--- config.mk ---
export PLATFORM = sky130hd
export DESIGN_NAME = gemm_tile_sequencer
export DESIGN_NICKNAME = d
export VERILOG_FILES = /design/src/rtl/gemm_tile_sequencer.sv
export SDC_FILE = /design/constraint.sdc
export NUM_CORES = 1
export LEC_CHECK = 0
export BUFFER_PORTS_ARGS = -buffer_cell sky130_fd_sc_hd__buf_2
export CAP_MARGIN = 20
export CELL_PAD_IN_SITES_DETAIL_PLACEMENT = 1
export CELL_PAD_IN_SITES_GLOBAL_PLACEMENT = 2
export CORE_ASPECT_RATIO = 1.5
export CORE_UTILIZATION = 33
export DETAILED_ROUTE_END_ITERATION = 7
export GPL_TIMING_DRIVEN = 1
export PLACE_DENSITY_LB_ADDON = 0.1
export SETUP_SLACK_MARGIN = 0.1
export SLEW_MARGIN = 20
export SYNTH_ARGS = -nofsm -noshare
export SYNTH_HDL_FRONTEND = slang
export SYNTH_SLANG_ARGS = --single-unit
--- constraint.sdc ---
create_clock -name clk -period 4.3 [get_ports clk]
set_input_delay 0.86 -clock clk [delete_from_list [all_inputs] [get_ports clk]]
set_output_delay 0.86 -clock clk [all_outputs]
set_load 0.02 [all_outputs]
--- src/rtl/gemm_tile_sequencer.sv ---
`default_nettype none
// ============================================================================
// Module   : gemm_tile_sequencer
// Purpose  : Walks an MxK * KxN GEMM job across an ARRAY_N x ARRAY_M
//            systolic array one output tile at a time (m-tile outer, n-tile
//            inner). Each tile runs STREAM (K cycles), DRAIN
//            (ARRAY_N+ARRAY_M-2 cycles), WRITE (a_num_rows cycles) and
//            ADVANCE (1 cycle). The job ends with a one-cycle DONE.
// Ports    : clk, reset (sync, active-low), start, [abort],
//            M/K/N dimensions, a_base/w_base/o_base buffer bases ->
//            busy, done, a_buf_on, w_buf_on, a_base_addr, w_base_addr,
//            a_num_rows, w_num_cols, operation_signal, o_ag_o_on,
//            o_base_addr. Every output comes straight from a flop.
// Options  : SEQ_ABORT_EN adds the 'abort' input, which returns any busy
//            state to IDLE on the next edge without a done pulse.
// Revision : 1.0 - initial release
// ============================================================================
module gemm_tile_sequencer #(
  parameter int ARRAY_N    = 16,
  parameter int ARRAY_M    = 16,
  parameter int ADDR_WIDTH = 10,
  parameter int DIM_WIDTH  = 16
) (
  input  logic                    clk,
  input  logic                    reset,
  input  logic                    start,
`ifdef SEQ_ABORT_EN
  input  logic                    abort,
`endif
  input  logic [DIM_WIDTH-1:0]    M,
  input  logic [DIM_WIDTH-1:0]    K,
  input  logic [DIM_WIDTH-1:0]    N,
  input  logic [ADDR_WIDTH-1:0]   a_base,
  input  logic [ADDR_WIDTH-1:0]   w_base,
  input  logic [ADDR_WIDTH-1:0]   o_base,
  output logic                    busy,
  output logic                    done,
  output logic                    a_buf_on,
  output logic                    w_buf_on,
  output logic [ADDR_WIDTH-1:0]   a_base_addr,
  output logic [ADDR_WIDTH-1:0]   w_base_addr,
  output logic [$clog2(ARRAY_N):0] a_num_rows,
  output logic [$clog2(ARRAY_M):0] w_num_cols,
  output logic [2:0]              operation_signal,
  output logic                    o_ag_o_on,
  output logic [ADDR_WIDTH-1:0]   o_base_addr
);

  localparam int RW        = $clog2(ARRAY_N) + 1;
  localparam int CW        = $clog2(ARRAY_M) + 1;
  localparam int DRAIN_LEN = ARRAY_N + ARRAY_M - 2;

  localparam logic [2:0] OP_IDLE  = 3'b000;
  localparam logic [2:0] OP_CLEAR = 3'b001;
  localparam logic [2:0] OP_MAC   = 3'b010;
  localparam logic [2:0] OP_DRAIN = 3'b100;

  typedef enum logic [2:0] {
    ST_IDLE    = 3'd0,
    ST_STREAM  = 3'd1,
    ST_DRAIN   = 3'd2,
    ST_WRITE   = 3'd3,
    ST_ADVANCE = 3'd4,
    ST_DONE    = 3'd5
  } state_t;

  state_t                state_q, state_d;
  logic [DIM_WIDTH-1:0]  cnt_q, cnt_d;        // cycles left in the current phase, minus one
  logic [DIM_WIDTH-1:0]  k_q, k_d;
  logic [DIM_WIDTH-1:0]  n_q, n_d;
  logic [DIM_WIDTH-1:0]  m_rem_q, m_rem_d;    // rows of A not yet covered by earlier m-tiles
  logic [DIM_WIDTH-1:0]  n_rem_q, n_rem_d;    // columns of W not yet covered in this m-row
  logic [ADDR_WIDTH-1:0] w_base_q, w_base_d;
  logic [ADDR_WIDTH-1:0] a_addr_q, a_addr_d;
  logic [ADDR_WIDTH-1:0] w_addr_q, w_addr_d;
  logic [ADDR_WIDTH-1:0] o_addr_q, o_addr_d;
  logic [RW-1:0]         rows_q, rows_d;
  logic [CW-1:0]         cols_q, cols_d;
  logic                  busy_q, busy_d;
  logic                  done_q, done_d;
  logic                  a_on_q, a_on_d;
  logic                  w_on_q, w_on_d;
  logic                  o_on_q, o_on_d;
  logic [2:0]            op_q, op_d;
  logic                  stream_first;
  logic                  last_m, last_n;
  logic                  abort_w;

`ifdef SEQ_ABORT_EN
  assign abort_w = abort;
`else
  assign abort_w = 1'b0;
`endif

  // A remaining count no larger than one tile means this is the last tile
  // along that dimension.
  assign last_m = (m_rem_q <= DIM_WIDTH'(ARRAY_N));
  assign last_n = (n_rem_q <= DIM_WIDTH'(ARRAY_M));

  always_comb begin
    state_d      = state_q;
    cnt_d        = cnt_q;
    k_d          = k_q;
    n_d          = n_q;
    m_rem_d      = m_rem_q;
    n_rem_d      = n_rem_q;
    w_base_d     = w_base_q;
    a_addr_d     = a_addr_q;
    w_addr_d     = w_addr_q;
    o_addr_d     = o_addr_q;
    stream_first = 1'b0;

    case (state_q)
      ST_IDLE: begin
        if (start && !abort_w) begin
          k_d      = K;
          n_d      = N;
          w_base_d = w_base;
          m_rem_d  = M;
          n_rem_d  = N;
          a_addr_d = a_base;
          w_addr_d = w_base;
          o_addr_d = o_base;
          if (M == '0 || K == '0 || N == '0) begin
            state_d = ST_DONE;
          end else begin
            state_d      = ST_STREAM;
            cnt_d        = K - DIM_WIDTH'(1);
            stream_first = 1'b1;
          end
        end
      end
      ST_STREAM: begin
        if (cnt_q == '0) begin
          // A 1x1 array has nothing to drain; go straight to the write-out.
          if (DRAIN_LEN > 0) begin
            state_d = ST_DRAIN;
            cnt_d   = DIM_WIDTH'(DRAIN_LEN - 1);
          end else begin
            state_d = ST_WRITE;
            cnt_d   = DIM_WIDTH'(rows_q) - DIM_WIDTH'(1);
          end
        end else begin
          cnt_d = cnt_q - DIM_WIDTH'(1);
        end
      end
      ST_DRAIN: begin
        if (cnt_q == '0) begin
          state_d = ST_WRITE;
          cnt_d   = DIM_WIDTH'(rows_q) - DIM_WIDTH'(1);
        end else begin
          cnt_d = cnt_q - DIM_WIDTH'(1);
        end
      end
      ST_WRITE: begin
        if (cnt_q == '0) begin
          state_d = ST_ADVANCE;
        end else begin
          cnt_d = cnt_q - DIM_WIDTH'(1);
        end
      end
      ST_ADVANCE: begin
        if (last_m && last_n) begin
          state_d = ST_DONE;
        end else begin
          state_d      = ST_STREAM;
          cnt_d        = k_q - DIM_WIDTH'(1);
          stream_first = 1'b1;
          o_addr_d     = o_addr_q + ADDR_WIDTH'(ARRAY_N);
          if (last_n) begin
            // Wrap the n-tile loop and step to the next m-tile.
            n_rem_d  = n_q;
            w_addr_d = w_base_q;
            m_rem_d  = m_rem_q - DIM_WIDTH'(ARRAY_N);
            a_addr_d = a_addr_q + ADDR_WIDTH'(k_q);
          end else begin
            n_rem_d  = n_rem_q - DIM_WIDTH'(ARRAY_M);
            w_addr_d = w_addr_q + ADDR_WIDTH'(k_q);
          end
        end
      end
      ST_DONE: begin
        state_d = ST_IDLE;
      end
      default: begin
        state_d = ST_IDLE;
      end
    endcase

    if (abort_w && state_q != ST_IDLE) begin
      state_d = ST_IDLE;
    end

    // Edge tiles report only the rows/columns that actually exist.
    rows_d = (m_rem_d >= DIM_WIDTH'(ARRAY_N)) ? RW'(ARRAY_N) : RW'(m_rem_d);
    cols_d = (n_rem_d >= DIM_WIDTH'(ARRAY_M)) ? CW'(ARRAY_M) : CW'(n_rem_d);

    // Control outputs are decoded from the next state so they are flopped
    // together with it and line up with the state they describe.
    busy_d = (state_d != ST_IDLE);
    done_d = (state_d == ST_DONE);
    a_on_d = (state_d == ST_STREAM);
    w_on_d = (state_d == ST_STREAM);
    o_on_d = (state_d == ST_WRITE);
    op_d   = OP_IDLE;
    case (state_d)
      ST_STREAM: op_d = stream_first ? OP_CLEAR : OP_MAC;
      ST_DRAIN:  op_d = OP_DRAIN;
      default:   op_d = OP_IDLE;
    endcase
  end

  always_ff @(posedge clk) begin
    if (!reset) begin
      state_q  <= ST_IDLE;
      cnt_q    <= '0;
      k_q      <= '0;
      n_q      <= '0;
      m_rem_q  <= '0;
      n_rem_q  <= '0;
      w_base_q <= '0;
      a_addr_q <= '0;
      w_addr_q <= '0;
      o_addr_q <= '0;
      rows_q   <= '0;
      cols_q   <= '0;
      busy_q   <= 1'b0;
      done_q   <= 1'b0;
      a_on_q   <= 1'b0;
      w_on_q   <= 1'b0;
      o_on_q   <= 1'b0;
      op_q     <= OP_IDLE;
    end else begin
      state_q  <= state_d;
      cnt_q    <= cnt_d;
      k_q      <= k_d;
      n_q      <= n_d;
      m_rem_q  <= m_rem_d;
      n_rem_q  <= n_rem_d;
      w_base_q <= w_base_d;
      a_addr_q <= a_addr_d;
      w_addr_q <= w_addr_d;
      o_addr_q <= o_addr_d;
      rows_q   <= rows_d;
      cols_q   <= cols_d;
      busy_q   <= busy_d;
      done_q   <= done_d;
      a_on_q   <= a_on_d;
      w_on_q   <= w_on_d;
      o_on_q   <= o_on_d;
      op_q     <= op_d;
    end
  end

  assign busy             = busy_q;
  assign done             = done_q;
  assign a_buf_on         = a_on_q;
  assign w_buf_on         = w_on_q;
  assign o_ag_o_on        = o_on_q;
  assign operation_signal = op_q;
  assign a_base_addr      = a_addr_q;
  assign w_base_addr      = w_addr_q;
  assign o_base_addr      = o_addr_q;
  assign a_num_rows       = rows_q;
  assign w_num_cols       = cols_q;

endmodule
`default_nettype wire

==> summary by stage <==
Timing
The final number of hold-violating endpoints is 0. Setup repair after global routing left no endpoint under its margin. For the final database, setup skew stands at 0.0146 ns. Subtracting the final worst setup slack from the clock period gives 3.46 ns. The actual transition at the worst max-transition pin is 0.995 ns. The setup TNS after final layout is 0 ns.

The share of the clock period used by the worst path after layout is 80.5%. The final number of max-transition violations is 0. The maximum operating frequency is 0.289 GHz. The smallest setup slack after layout is 0.838 ns. The worst slew margin relative to its limit is 33.7%. Setup violations remaining at the end of the flow were counted as 0.

Global routing
The overall overflow remaining after global route is 0. The global-route wire length before repair is 49.3 mm. Entering global routing, the biggest net connects 98 pins. The global routing usage summed across all routing layers is 24.5%. The via count of the first global-routing pass was 9042. The number of antenna violations at the first check in global routing is 0.

Cells and area
Cells fill 40.0% of the core in the end. For this run, the post-layout net count is 1343. The fraction of layout instances using a drive strength above 1 is 16.7%.

The relative area change from synthesis to final layout is 19.0%. The filler cells instantiated in the layout total 3158. The repair_antennas step left the layout with diodes totalling 0. Once layout is complete, the cells apart from fillers number 1574.

Logic synthesis
For this run, the leading register cell type out of synthesis is sky130_fd_sc_hd__dfxtp_1. Of the total synthesized cell area, the portion taken by AND, OR, NAND and NOR gates is 27.4%. The count of warnings emitted by yosys is 0.

The unique cell type count in the Yosys netlist is 81. A synthesized cell averages 7.46 um2. The number of synthesized register bits is 140. The synthesized netlist devotes 4.36% of its cell area to XOR and XNOR gates. In the synthesized netlist the async set-or-reset flop fraction comes to 0%. After Yosys synthesis, full adders, half adders and majority gates account for 4.48% of the synthesized area. Yosys mapped a number of flops with a built-in enable equal to 0.

In the synthesized netlist, mux cells make up 1.93% of the area. The synthesized net count is 1241. The cell area after synthesis is 8440 um2. The share of the Yosys chip area taken by registers is 33.2%. Synthesis produced a netlist whose cell count is 1131. Summing the areas of all compound-gate instances in the mapped netlist gives 24.3% of the synthesized area. The main combinational cell family by area after synthesis is simple AND/OR/NAND/NOR gates.

Floorplan
The width of the chip is 133 um. The effective utilization at floorplan is 33.6%. The area of the core region is 25100 um2. The die covers 26200 um2. The die boundary height is 198 um. The floorplan has 71 rows. The number of ports placed on the die boundary is 129.

Power
The power per cell area is 397 nW/um2. The maximum ir drop on the vdd rail is 0.000327 V. The leakage power of the design is 4.13 nW.

CTS
The clock tree synthesis step divided the H-tree into 4 levels. The clock reaches the later pin of the worst-skew pair after 0.45 ns. Once the clock tree was built, the resizer swapped 0 gates to a different size.

The clock tree from TritonCTS is done. The clock passes through at most 2 buffers. The number of clock buffers added by TritonCTS is 17. The CTS root buffer is sky130_fd_sc_hd__clkbuf_16. Clock-pin slew was measured on the worst setup and hold paths at 0.06 ns. The clock net in this run drives a total of 140 sinks.

For this design, the CTS-stage hold fixing added 0 buffers. In this run the post-CTS setup repair buffer count came out at 0.

Worst setup path
The endpoint of the worst register-to-register path is a_num_rows[0]. The category of the worst setup path capture point is a flip-flop. The required arrival time at the worst endpoint is 4.69 ns. In this run the worst path has a maximum fanout of 11. The critical path startpoint category is a flip-flop. The length in cells of the worst reg-to-reg path is 8. For flop-to-flop paths, the worst setup slack is 0.84 ns. Data on the critical path arrives at its endpoint at 3.85 ns. The source of the worst register-to-register timing path is n_rem_q[8]. The class of the most critical setup path is flip-flop to flip-flop.

Routing
The number of design-rule violations left by the first detailed-router iteration is 381. The count of nets left with antenna violations once routing finished came out at 0. In the detailed route, the total length drawn on met2 is 16.5 mm. After detailed routing, the average wire length per cell comes to 19.8 um.

After detailed routing, the total wire length is 31.2 mm. The met1 wire length is 12.8 mm. The count of TritonRoute iterations in the first routing pass is 4.

The top metal layer carrying routed signals is met4. After detailed routing, the number of remaining DRC violations is 0. The via count is 8653. In the detailed route, the total length drawn on met3 is 791 um.

Dividing the detail-routed via count by the number of cells gives 5.50.

Hold path
The startpoint identified for the worst hold timing path is k_q[15]. The end point of the most critical hold path is k_q[15]. The depth of the worst hold-timing path is 2. The path type of the worst min-delay path is flip-flop to flip-flop.

Place
In this run, placement finished with an instance count of 1542. The last weighted congestion value of the routability-driven placer is 0.853. Input and output buffers added on the ports amount to 128. Once detailed placement completed, the half-perimeter wirelength came to 23.1 mm.

At the placement stage, the worst setup path has a slack of 0.760 ns.

Job
The max capacitance violation total is 0.

Run status
The run finished with clean final reports.
## cell type report
cell class / count / area (um2) / share of cell area (%)
clock buffer: 18 / 439 / 4.37
clock inverter: 14 / 184 / 1.83
inverter: 27 / 103 / 1.02
multi-input combinational: 896 / 5280 / 52.6
sequential: 140 / 2800 / 27.9
tap: 328 / 410 / 4.09
timing repair buffer: 151 / 826 / 8.22
## report_power, final
part / internal [W] / switching [W] / total, W
logic: 0.000323 / 0.000570 / 0.000893
registers: 0.00139 / 0.000103 / 0.00150
clock network: 0.000941 / 0.000655 / 0.00160
total: 0.00266 / 0.00133 / 0.00398
## routing by layer
layer  vias up  GRT usage, %
met5         -             0
met4         0          11.2
met3        55          3.48
met2       153          46.8
met1      4183          26.5
li1       4262             -
## flip-flops by register name, indices dropped and copies added (netlist names)
name              flops
k_q                  16
o_ag_o_on             1
state_q               3
w_buf_on              1
busy                  1
cnt_q                16
o_base_addr          10
n_q                  16
w_base_q             10
a_base_addr          10
w_base_addr          10
operation_signal      3
w_num_cols            5
m_rem_q              16
done                  1
n_rem_q              16
a_num_rows            5
## Yosys cell counts (3+ instances only)
cell | number | area share [%]
sky130_fd_sc_hd__nand2_1 | 214 | 9.5
sky130_fd_sc_hd__o21ai_0 | 47 | 2.8
sky130_fd_sc_hd__o21ai_1 | 15 | 0.89
sky130_fd_sc_hd__and3_1 | 9 | 0.67
sky130_fd_sc_hd__and2_1 | 23 | 1.7
sky130_fd_sc_hd__o211a_1 | 3 | 0.36
sky130_fd_sc_hd__mux2i_1 | 14 | 1.7
sky130_fd_sc_hd__nor2_1 | 84 | 3.7
sky130_fd_sc_hd__a31o_2 | 3 | 0.31
sky130_fd_sc_hd__o21a_1 | 7 | 0.62
sky130_fd_sc_hd__o22ai_1 | 7 | 0.52
sky130_fd_sc_hd__nand4_1 | 8 | 0.59
sky130_fd_sc_hd__a31oi_1 | 26 | 1.9
sky130_fd_sc_hd__nor4_2 | 5 | 0.74
sky130_fd_sc_hd__nand2b_1 | 5 | 0.37
sky130_fd_sc_hd__inv_1 | 26 | 1.2
sky130_fd_sc_hd__o2111ai_1 | 3 | 0.31
sky130_fd_sc_hd__a2111oi_0 | 5 | 0.52
sky130_fd_sc_hd__nor3b_1 | 4 | 0.36
sky130_fd_sc_hd__o211ai_1 | 16 | 1.4
sky130_fd_sc_hd__nor2b_1 | 16 | 1.2
sky130_fd_sc_hd__nor4_1 | 19 | 1.4
sky130_fd_sc_hd__buf_1 | 4 | 0.18
sky130_fd_sc_hd__nand3_1 | 26 | 1.5
sky130_fd_sc_hd__o31ai_1 | 3 | 0.27
sky130_fd_sc_hd__a311oi_1 | 4 | 0.42
sky130_fd_sc_hd__a21oi_1 | 112 | 6.6
sky130_fd_sc_hd__xor2_1 | 17 | 1.8
sky130_fd_sc_hd__a211oi_1 | 22 | 2.0
sky130_fd_sc_hd__o22a_1 | 3 | 0.31
sky130_fd_sc_hd__or3_1 | 14 | 1.0
sky130_fd_sc_hd__a21o_1 | 5 | 0.44
sky130_fd_sc_hd__clkbuf_1 | 59 | 2.6
sky130_fd_sc_hd__ha_1 | 27 | 4.0
sky130_fd_sc_hd__or4_1 | 4 | 0.36
sky130_fd_sc_hd__xnor2_1 | 25 | 2.6
sky130_fd_sc_hd__a22oi_1 | 12 | 1.1
sky130_fd_sc_hd__a221oi_1 | 3 | 0.31
sky130_fd_sc_hd__nor4b_1 | 4 | 0.42
sky130_fd_sc_hd__dfxtp_1 | 140 | 33
sky130_fd_sc_hd__nor3_1 | 37 | 2.2
sky130_fd_sc_hd__buf_2 | 4 | 0.24
## worst max-delay path by stage
stage	from	endpoint	slack [ns]
2_1_floorplan	start	a_num_rows[0]	1.15
3_3_place_gp	start	w_num_cols[1]	0.86
3_5_place_dp	start	w_num_cols[0]	0.76
4_1_cts	n_rem_q[8]	a_num_rows[0]	0.82
5_1_grt	n_rem_q[8]	a_num_rows[0]	0.60
6_report	n_rem_q[8]	a_num_rows[0]	0.84
## stage by stage
step                area, um2  hold slack, ns  total power, W
detailed placement       9420           0.448         0.00242
global placement         9420           0.441         0.00241
CTS                     10000           0.457         0.00404
global route            10000           0.475         0.00419
finish                  10000           0.455         0.00398
floorplan                8440           0.432         0.00210
## cells in the final DEF, fill, tap and decap left out, drive strengths merged, types with 9 or more instances in the layout
master and n:
o21ai 62, a211oi 22, a22oi 12, nor2 85, dfxtp 140, clkbuf 18, nand3 27, xor2 17
ha 27, xnor2 25, a21oi 113, or3 14, buf 151, and3 9, o211ai 16, nor4 24
nand2 214, nor3 37, inv 31, and2 23, a31oi 26, nor2b 16, mux2i 14
## logic make-up (layout without fill, tap and decap cells)
logic type | Yosys count | count (layout)
AOI/OAI and AO/OA | 323 | 323
xor gates and xnor gates | 42 | 42
adders and majority gates | 29 | 29
buffers and inverters | 95 | 210
DFF | 140 | 140
muxes | 16 | 16
and+or+nand+nor | 486 | 486
## critical path: stages (launching register included)
cell,delay (ns)
sky130_fd_sc_hd__dfxtp_1,0.37
sky130_fd_sc_hd__nor4_1,0.46
sky130_fd_sc_hd__nand2_1,0.39
sky130_fd_sc_hd__a2111oi_4,0.53
sky130_fd_sc_hd__a31oi_1,0.15
sky130_fd_sc_hd__or3_1,0.40
sky130_fd_sc_hd__or4_1,0.44
sky130_fd_sc_hd__nor4_2,0.47
sky130_fd_sc_hd__and2_1,0.20
(Power assumes the default switching activity.)
